[config.mk]
export PLATFORM = sky130hd
export DESIGN_NAME = classify_argmax
export DESIGN_NICKNAME = d
export VERILOG_FILES = /design/src/rtl/classify_argmax_pkg.sv /design/src/rtl/classify_argmax_cmp.sv /design/src/rtl/classify_argmax.sv
export SDC_FILE = /design/constraint.sdc
export NUM_CORES = 1
export LEC_CHECK = 0
export ABC_AREA = 1
export BUFFER_PORTS_ARGS = -buffer_cell sky130_fd_sc_hd__buf_4
export CAP_MARGIN = 20
export CORE_ASPECT_RATIO = 1.25
export CORE_MARGIN = 2
export CORE_UTILIZATION = 35
export CTS_CLUSTER_SIZE = 25
export DETAILED_ROUTE_END_ITERATION = 12
export SYNTH_ARGS = -nofsm -noshare
export SYNTH_HDL_FRONTEND = slang
export SYNTH_SLANG_ARGS = --single-unit
[constraint.sdc]
create_clock -name clk -period 4.85 [get_ports clk]
set_input_delay 0.2425 -clock clk [delete_from_list [all_inputs] [get_ports clk]]
set_output_delay 0.2425 -clock clk [all_outputs]
set_load 0.01 [all_outputs]
[src/rtl/classify_argmax_pkg.sv]
// Shared constants and FSM encoding for the output-stage argmax classifier.
// Widths match the gSRAM Q8.8 score format and its row/column address lines.
package classify_argmax_pkg;

    localparam int Q88_W         = 16;
    localparam int GSRAM_ADDR_W  = 4;
    localparam int DEF_N_CLASSES = 10;

    typedef enum logic [1:0] {
        ST_IDLE  = 2'd0,
        ST_READ  = 2'd1,
        ST_DRAIN = 2'd2,
        ST_DONE  = 2'd3
    } state_t;

endpackage

[src/rtl/classify_argmax_cmp.sv]
// Running signed maximum with index; first qualified sample loads unconditionally.
// Latency: running max registered one cycle after a qualified sample; next value exposed combinationally.
// No backpressure: a sample is consumed every cycle smp_vld is high.
module argmax_cmp
    import classify_argmax_pkg::*;
#(
    parameter int DATA_W = Q88_W,
    parameter int IDX_W  = GSRAM_ADDR_W
) (
    input  logic              clk,
    input  logic              reset,
    input  logic              clr,
    input  logic              smp_vld,
    input  logic [DATA_W-1:0] smp_dat,
    input  logic [IDX_W-1:0]  smp_idx,
    output logic [DATA_W-1:0] max_nxt_dat,
    output logic [IDX_W-1:0]  max_nxt_idx
);

    logic              first_q;
    logic [DATA_W-1:0] max_q;
    logic [IDX_W-1:0]  idx_q;
    logic              take;

    // Strict greater-than keeps the earlier (lower) index on ties.
    always_comb begin
        take        = smp_vld && (first_q || ($signed(smp_dat) > $signed(max_q)));
        max_nxt_dat = take ? smp_dat : max_q;
        max_nxt_idx = take ? smp_idx : idx_q;
    end

    always_ff @(posedge clk or negedge reset) begin
        if (!reset) begin
            first_q <= 1'b0;
            max_q   <= '0;
            idx_q   <= '0;
        end else if (clr) begin
            first_q <= 1'b1;
            max_q   <= '0;
            idx_q   <= '0;
        end else begin
            if (smp_vld) begin
                first_q <= 1'b0;
            end
            max_q <= max_nxt_dat;
            idx_q <= max_nxt_idx;
        end
    end

endmodule

[src/rtl/classify_argmax.sv]
// Reads N_CLASSES signed Q8.8 scores from the result row and reports the argmax.
// Latency: done pulses N_CLASSES+2 cycles after an accepted start.
// No backpressure: start is ignored unless idle; the gSRAM returns data one cycle after address.
module classify_argmax
    import classify_argmax_pkg::*;
#(
    parameter int N_CLASSES  = DEF_N_CLASSES,
    parameter int DATA_W     = Q88_W,
    parameter int ADDR_W     = GSRAM_ADDR_W,
    parameter int RESULT_ROW = 0
) (
    input  logic              clk,
    input  logic              reset,
    input  logic              start,
    output logic              busy,
    output logic              rd_req,
    output logic [ADDR_W-1:0] rd_row,
    output logic [ADDR_W-1:0] rd_col,
    input  logic [DATA_W-1:0] rd_data,
    output logic              done,
    output logic [ADDR_W-1:0] class_idx,
    output logic [DATA_W-1:0] class_val
);

    localparam logic [ADDR_W-1:0] LAST_COL = ADDR_W'(N_CLASSES - 1);

    state_t            state;
    logic              rd_vld_q;
    logic [ADDR_W-1:0] rd_tag_q;
    logic              clr;
    logic [DATA_W-1:0] max_nxt_dat;
    logic [ADDR_W-1:0] max_nxt_idx;

    assign rd_row = ADDR_W'(RESULT_ROW);
    assign clr    = (state == ST_IDLE) && start;

    // rd_col doubles as the column counter and is parked at 0 outside READ.
    always_ff @(posedge clk or negedge reset) begin
        if (!reset) begin
            state     <= ST_IDLE;
            busy      <= 1'b0;
            rd_req    <= 1'b0;
            rd_col    <= '0;
            done      <= 1'b0;
            class_idx <= '0;
            class_val <= '0;
        end else begin
            case (state)
                ST_IDLE: begin
                    done <= 1'b0;
                    if (start) begin
                        state  <= ST_READ;
                        busy   <= 1'b1;
                        rd_req <= 1'b1;
                        rd_col <= '0;
                    end
                end
                ST_READ: begin
                    if (rd_col == LAST_COL) begin
                        state  <= ST_DRAIN;
                        rd_req <= 1'b0;
                        rd_col <= '0;
                    end else begin
                        rd_col <= rd_col + ADDR_W'(1);
                    end
                end
                ST_DRAIN: begin
                    // The last sample is compared this cycle, so take the next-state max.
                    state     <= ST_DONE;
                    busy      <= 1'b0;
                    done      <= 1'b1;
                    class_idx <= max_nxt_idx;
                    class_val <= max_nxt_dat;
                end
                ST_DONE: begin
                    state <= ST_IDLE;
                    done  <= 1'b0;
                end
                default: begin
                    state <= ST_IDLE;
                end
            endcase
        end
    end

    always_ff @(posedge clk or negedge reset) begin
        if (!reset) begin
            rd_vld_q <= 1'b0;
            rd_tag_q <= '0;
        end else begin
            rd_vld_q <= rd_req;
            rd_tag_q <= rd_col;
        end
    end

    argmax_cmp #(
        .DATA_W (DATA_W),
        .IDX_W  (ADDR_W)
    ) u_cmp (
        .clk         (clk),
        .reset       (reset),
        .clr         (clr),
        .smp_vld     (rd_vld_q),
        .smp_dat     (rd_data),
        .smp_idx     (rd_tag_q),
        .max_nxt_dat (max_nxt_dat),
        .max_nxt_idx (max_nxt_idx)
    );

endmodule

# ---- After elaboration in Yosys (flattened, before gate mapping)
# Cells that the tools add are included.
dict set report totals {
  register_bits 55
  input_bits 19
  out_inout_bits 31
  elab_cells 50
}
dict set report op_classes {
  reduce_logical 13
  magnitude_cmp 1
  n_eq_ne 6
  muxes 17
  n_addsub 1
}
# op count
set op_table {}
lappend op_table {{16-bit two-way mux} 2}
lappend op_table {{16-bit greater-than comparator} 1}
lappend op_table {{4-bit two-way mux} 4}
lappend op_table {{2-bit case mux with 4 select lines} 1}
lappend op_table {{4-bit case mux with 2 select lines} 1}
lappend op_table {{2-bit nonzero test} 4}
lappend op_table {{1-bit case mux with 2 select lines} 3}
lappend op_table {{2-bit AND reduction} 3}
lappend op_table {{4-bit by 1-bit adder with 4-bit output, second input constant} 1}
lappend op_table {{2-bit == test, second input constant} 2}
lappend op_table {{4-bit == test, second input constant} 1}
lappend op_table {{1-bit two-way mux} 4}
lappend op_table {{2-bit two-way mux} 2}
lappend op_table {{2-bit != test, second input constant} 2}
lappend op_table {{3-bit AND reduction} 1}
lappend op_table {{2-bit by 1-bit == test with 1-bit output, second input constant} 1}
lappend op_table {{1-bit logical AND} 2}
lappend op_table {{2-bit logical NOT} 1}
lappend op_table {{2-bit OR reduction} 1}
lappend op_table {{1-bit logical OR} 1}

# ---- Longest topological paths before layout
dict set report logic_depth {
  depth_word 5
  mapped_depth 18
  mapped_depth_nobuf 17
}

# ---- Hierarchy
# A second synthesis with hierarchy kept.
dict set report hier_totals {
  cells_unflattened 386
  hier_area_um2 3285.7
}
# mod seq_area_each_um2 n_inst cells_each area_per_inst_um2
set by_module_without_submodules {}
lappend by_module_without_submodules {argmax_cmp 525.5 1 231 1860.5}
lappend by_module_without_submodules {classify_argmax 850.8 1 155 1425.1}

# ---- Least setup slack after synthesis
# Ideal clock, no wire load.
dict set report synth_timing {
  kind {flip-flop to flip-flop}
  startpoint {register u_cmp.max_q[7]}
  endpoint {register class_val[10]}
  stages_incl_launch_ff 18
  setup_time_ps 118
  period_less_slack_ps 1780
  t_required_ps 4732
  arrival_ps 1662
  n_path_buf 1
  setup_slack_ps 3070
  cell_sequence {dfrtp_1 > inv_1 > ha_1 > nand2_1 > inv_1 > a21oi_1 > nand3_1 > nand2_1 > nand2_1 > nand2_1 > nand2_1 > nand2_1 > nand2_2 > nand2_2 > buf_6 > nand2_2 > nand3_1 > nand2_1}
}
dict set report synth_via {
  elab_chain_cells 4
}
# item line_no
set synth_rtl {}
lappend synth_rtl {{start: declaration} classify_argmax_cmp.sv:21} ;# logic [DATA_W-1:0] max_q;
lappend synth_rtl {{start signal: assignment} classify_argmax_cmp.sv:45} ;# max_q <= max_nxt_dat;
lappend synth_rtl {{16-bit greater-than comparator} classify_argmax_cmp.sv:27} ;# take = smp_vld && (first_q || ($signed(smp_dat) > $signed(max_q)));
lappend synth_rtl {{1-bit logical OR} classify_argmax_cmp.sv:27}
lappend synth_rtl {{1-bit logical AND} classify_argmax_cmp.sv:27}
lappend synth_rtl {{16-bit two-way mux} classify_argmax_cmp.sv:28} ;# max_nxt_dat = take ? smp_dat : max_q;
lappend synth_rtl {{end signal: assignment} classify_argmax.sv:73} ;# class_val <= max_nxt_dat;
lappend synth_rtl {{end: declaration} classify_argmax.sv:22} ;# output logic [DATA_W-1:0] class_val
# No other way between the ends.
# A chain may end at the register's enable or synchronous reset.

# ---- Worst setup path in the final report
dict set report layout_timing {
  startpoint {register u_cmp.max_q[15]}
  endpoint {register class_val[3]}
}
# Same word-level chain as after synthesis.

==> PnR_summary.wiki <==
{| class="wikitable"
! Metric !! Value
|-
| Result of the run || completed
|-
| DIE HEIGHT || 105.8 um
|-
| Per-instance average area after synthesis || 8.019 um2
|-
| First drt pass iteration count || 4
|-
| Post-route clock skew || 0.01409 ns
|-
| Post-CTS clock slew at the launch and capture registers of the worst setup and hold paths || 0.11 ns
|-
| Post-CTS Setup Bufs || 0
|-
| Worst min path class || primary input to flop
|-
| Share of final-layout standard cells stronger than drive strength 1 || 0.1687
|-
| Leading cell types in the layout, fill and taps excluded || sky130_fd_sc_hd__nand2_1, sky130_fd_sc_hd__inv_1, sky130_fd_sc_hd__dfrtp_1, sky130_fd_sc_hd__nand3_1, sky130_fd_sc_hd__buf_4
|-
| Number of max-capacitance violations reported || 0
|-
| Number of violations reported at the end of detailed-routing iteration 0 || 108
|-
| Cell type with the largest total area after synthesis || sky130_fd_sc_hd__dfrtp_1
|-
| Number of endpoints with negative hold slack in the final report || 0
|-
| Yosys warns || 0
|-
| Final antenna-violating net count || 0
|-
| Buffering stage count on the worst path with inverters included || 1
|-
| Filler Cells Inserted || 831
|-
| Total standard cell area after synthesis || 0.002903 mm2
|-
| Total area of multi-input combinational cells || 0.001211 mm2
|-
| Library cell contributing the largest single delay on the critical path || sky130_fd_sc_hd__nand2_2
|-
| Endpoint arrival time on the critical path || 2.94 ns
|-
| RSZ-0062 raised after global routing || no
|-
| Chip Width || 85.46 um
|-
| Critical-path maximum fanout || 21
|-
| Count of cell types in the netlist || 22
|-
| Routed vias || 2,284
|-
| Power per cell area || 660.9 mW/mm2
|-
| Number of H-tree levels || 2
|-
| Cell repeated most along the worst path || sky130_fd_sc_hd__nand2_1
|-
| Critical path cell sequence || inv_1 -> ha_1 -> nand2_1 -> nor3_2 -> nand2_1 -> nand2_1 -> nand2_1 -> nand2_1 -> nand2_1 -> nand2_2 -> nand2_2 -> nand2_1 -> nand3_1 -> nand2_1
|-
| Root Buffer Master || sky130_fd_sc_hd__clkbuf_8
|-
| Maximum operating frequency || 372.7 MHz
|-
| Last weighted congestion value of the routability-driven placer || 0.8267
|-
| Max-slew violation count || 0
|-
| Final wirelength || 6.009 mm
|-
| Total number of nets in the final design || 443
|-
| Placed Instance Area || 0.003276 mm2
|-
| Half-perimeter wire length after detailed placement || 4.103 mm
|-
| Largest net degree at the start of global routing || 56
|-
| Via count of the first global-routing pass || 2,233
|-
| Initial core utilization || 0.3563
|-
| Maximum buffer depth of the clock tree || 2
|-
| Layout-stage area growth over the synthesis result || 16.51%
|-
| Worst relative slew slack || 0.4208
|-
| Gr usage total || 0.1394
|-
| Area share of the leading cell type in the synthesized netlist || 0.4741
|-
| Sequential area share after synthesis || 0.4741
|-
| Kind of critical path || flop to flop
|-
| Required time worst endpoint || 5.10 ns
|-
| Area of the core region || 0.008148 mm2
|-
| Cell area after layout || 0.003382 mm2
|-
| Clock tree sinks || 55
|-
| Part of the cycle the worst path needs || 0.5533
|-
| Cell count after synthesis || 362
|-
| Later-pin clock latency in the skew report || 0.32 ns
|-
| Main area contributors after synthesis || sky130_fd_sc_hd__dfrtp_1, sky130_fd_sc_hd__nand2_1, sky130_fd_sc_hd__ha_1
|-
| Worst Setup End Kind || flop
|-
| Setup total negative slack || 0 ns
|-
| Leakage power || 1.931 nW
|-
| Time the final worst path needs with I/O delays and setup || 2.683 ns
|-
| Peak supply drop || 319.9 uV
|-
| Largest stage delay, worst path || 0.46 ns
|-
| Number of ports placed on the die boundary || 50
|-
| Number of I/O port buffers || 45
|-
| Tightest Pin Transition || 0.8688 ns
|-
| Number of placement rows || 37
|-
| Number of register bits inferred by synthesis || 55
|-
| CTS tree || yes
|-
| Overflow left after global routing || 0
|-
| Launching element type of the critical path || flop
|-
| Kind of cell with the highest combined delay on the critical path || simple AND/OR/NAND/NOR gates
|-
| Detailed-route wire length per cell || 12.02 um
|-
| Post-cts gate resize count || 0
|-
| Most common cell after layout, fill and taps aside || sky130_fd_sc_hd__nand2_1
|-
| DRC violations left || 0
|-
| Setup-violating endpoint count in the final report || 0
|-
| Initial antenna violation count || 0
|-
| Area of the die || 0.009043 mm2
|-
| Wire length of the first global-routing pass || 10.10 mm
|-
| CTS buffer count || 5
|-
| Vias per inst || 4.568
|-
| Sequential cell area || 0.001376 mm2
|-
| Antenna Diode Count || 0
|}
-- cell usage after synthesis --
cell,number
sky130_fd_sc_hd__nand2_1,95
sky130_fd_sc_hd__inv_1,61
sky130_fd_sc_hd__dfrtp_1,55
sky130_fd_sc_hd__nand3_1,46
sky130_fd_sc_hd__nor2_1,26
sky130_fd_sc_hd__ha_1,22
sky130_fd_sc_hd__nand2_2,12
sky130_fd_sc_hd__o21ai_0,10
sky130_fd_sc_hd__a21oi_1,7
sky130_fd_sc_hd__buf_4,6
sky130_fd_sc_hd__clkbuf_1,6
sky130_fd_sc_hd__nor3_1,3
sky130_fd_sc_hd__buf_1,2
sky130_fd_sc_hd__buf_6,2
sky130_fd_sc_hd__nand4_1,2
sky130_fd_sc_hd__and3_1,1
sky130_fd_sc_hd__conb_1,1
sky130_fd_sc_hd__mux2_2,1
sky130_fd_sc_hd__nor3_2,1
sky130_fd_sc_hd__o22ai_1,1
sky130_fd_sc_hd__or2_2,1
sky130_fd_sc_hd__xor2_1,1
-- registers in the layout, indices dropped and copies added (netlist names) --
signal / cells
u_cmp.first_q: 1
class_val: 16
busy: 1
rd_vld_q: 1
state: 2
class_idx: 4
rd_tag_q: 4
done: 1
rd_col: 4
u_cmp.max_q: 16
u_cmp.idx_q: 4
rd_req: 1
-- logic make-up after synthesis --
kind of cell / Yosys count / share of synthesized area
AND/OR/NAND/NOR: 187 / 0.2789
XOR/XNOR: 1 / 0.003018
buffers and inverters: 77 / 0.1125
AO/OA/AOI/OAI: 18 / 0.03147
other: 1 / 0.001292
flip-flops: 55 / 0.4741
multiplexers: 1 / 0.003879
adder cells (fa/ha/maj): 22 / 0.09483
-- worst reg2reg max path, cell delays in order (launching register included) --
cell	delay, ns
sky130_fd_sc_hd__dfrtp_1	0.34
sky130_fd_sc_hd__inv_1	0.05
sky130_fd_sc_hd__ha_1	0.35
sky130_fd_sc_hd__nand2_1	0.12
sky130_fd_sc_hd__nor3_2	0.24
sky130_fd_sc_hd__nand2_1	0.10
sky130_fd_sc_hd__nand2_1	0.06
sky130_fd_sc_hd__nand2_1	0.04
sky130_fd_sc_hd__nand2_1	0.05
sky130_fd_sc_hd__nand2_1	0.05
sky130_fd_sc_hd__nand2_2	0.34
sky130_fd_sc_hd__nand2_2	0.46
sky130_fd_sc_hd__nand2_1	0.21
sky130_fd_sc_hd__nand3_1	0.10
sky130_fd_sc_hd__nand2_1	0.11
-- path summary, 6_finish.rpt --
check / from / to / slack, ns / cells after the start
min reg2reg: rd_req / rd_vld_q / 0.42 / 0
min in group asynchronous: reset / rd_col[2] / 0.50 / 2
max in group asynchronous: reset / class_val[2] / 3.86 / 2
max reg2reg: u_cmp.max_q[15] / class_val[3] / 2.17 / 14
max: u_cmp.max_q[15] / class_val[3] / 2.17 / 14
min: start / u_cmp.first_q / 0.20 / 3
-- cell type report --
class | instances | area share
clock buffer | 5 | 0.02035
clock inverter | 3 | 0.008139
inverter | 61 | 0.06770
multi-input combinational | 233 | 0.3581
sequential | 55 | 0.4070
tap | 97 | 0.03589
timing repair buffer | 46 | 0.1028
-- where the power goes --
part,total (mW),leakage (nW),switching [mW],internal [mW]
combinational,1.16,1.20,0.716,0.444
sequential,0.797,0.686,0.123,0.674
clock,0.278,0.0467,0.171,0.108
-- stage by stage --
stage	power [mW]	worst slack [ns]	hold slack, ns	util	cells
finish	2.235	2.167	0.1983	0.4151	500
global route	2.479	1.887	0.2195	0.4151	500
CTS	2.266	2.152	0.2076	0.4151	500
detailed placement	1.984	2.178	0.3413	0.4020	491
global placement	1.957	2.203	0.3427	0.4020	491
floorplan	1.642	3.070	-0.05309	-	365
-- per-layer routing --
metal,vias up,share of wire,track usage
li1,1184,-,-
met1,1042,0.45,0.1742
met2,51,0.49,0.2360
met3,7,0.050,0.02976
met4,0,0.015,0.04875
met5,-,0,0
-- what timing repair did --
action | in CTS | in global routing
hold buffers | 1 | 0
endpoints found under the setup margin | 0 | 0
endpoints found under the hold margin | 35 | 0
No activity file was read; power rests on OpenSTA's default activity.
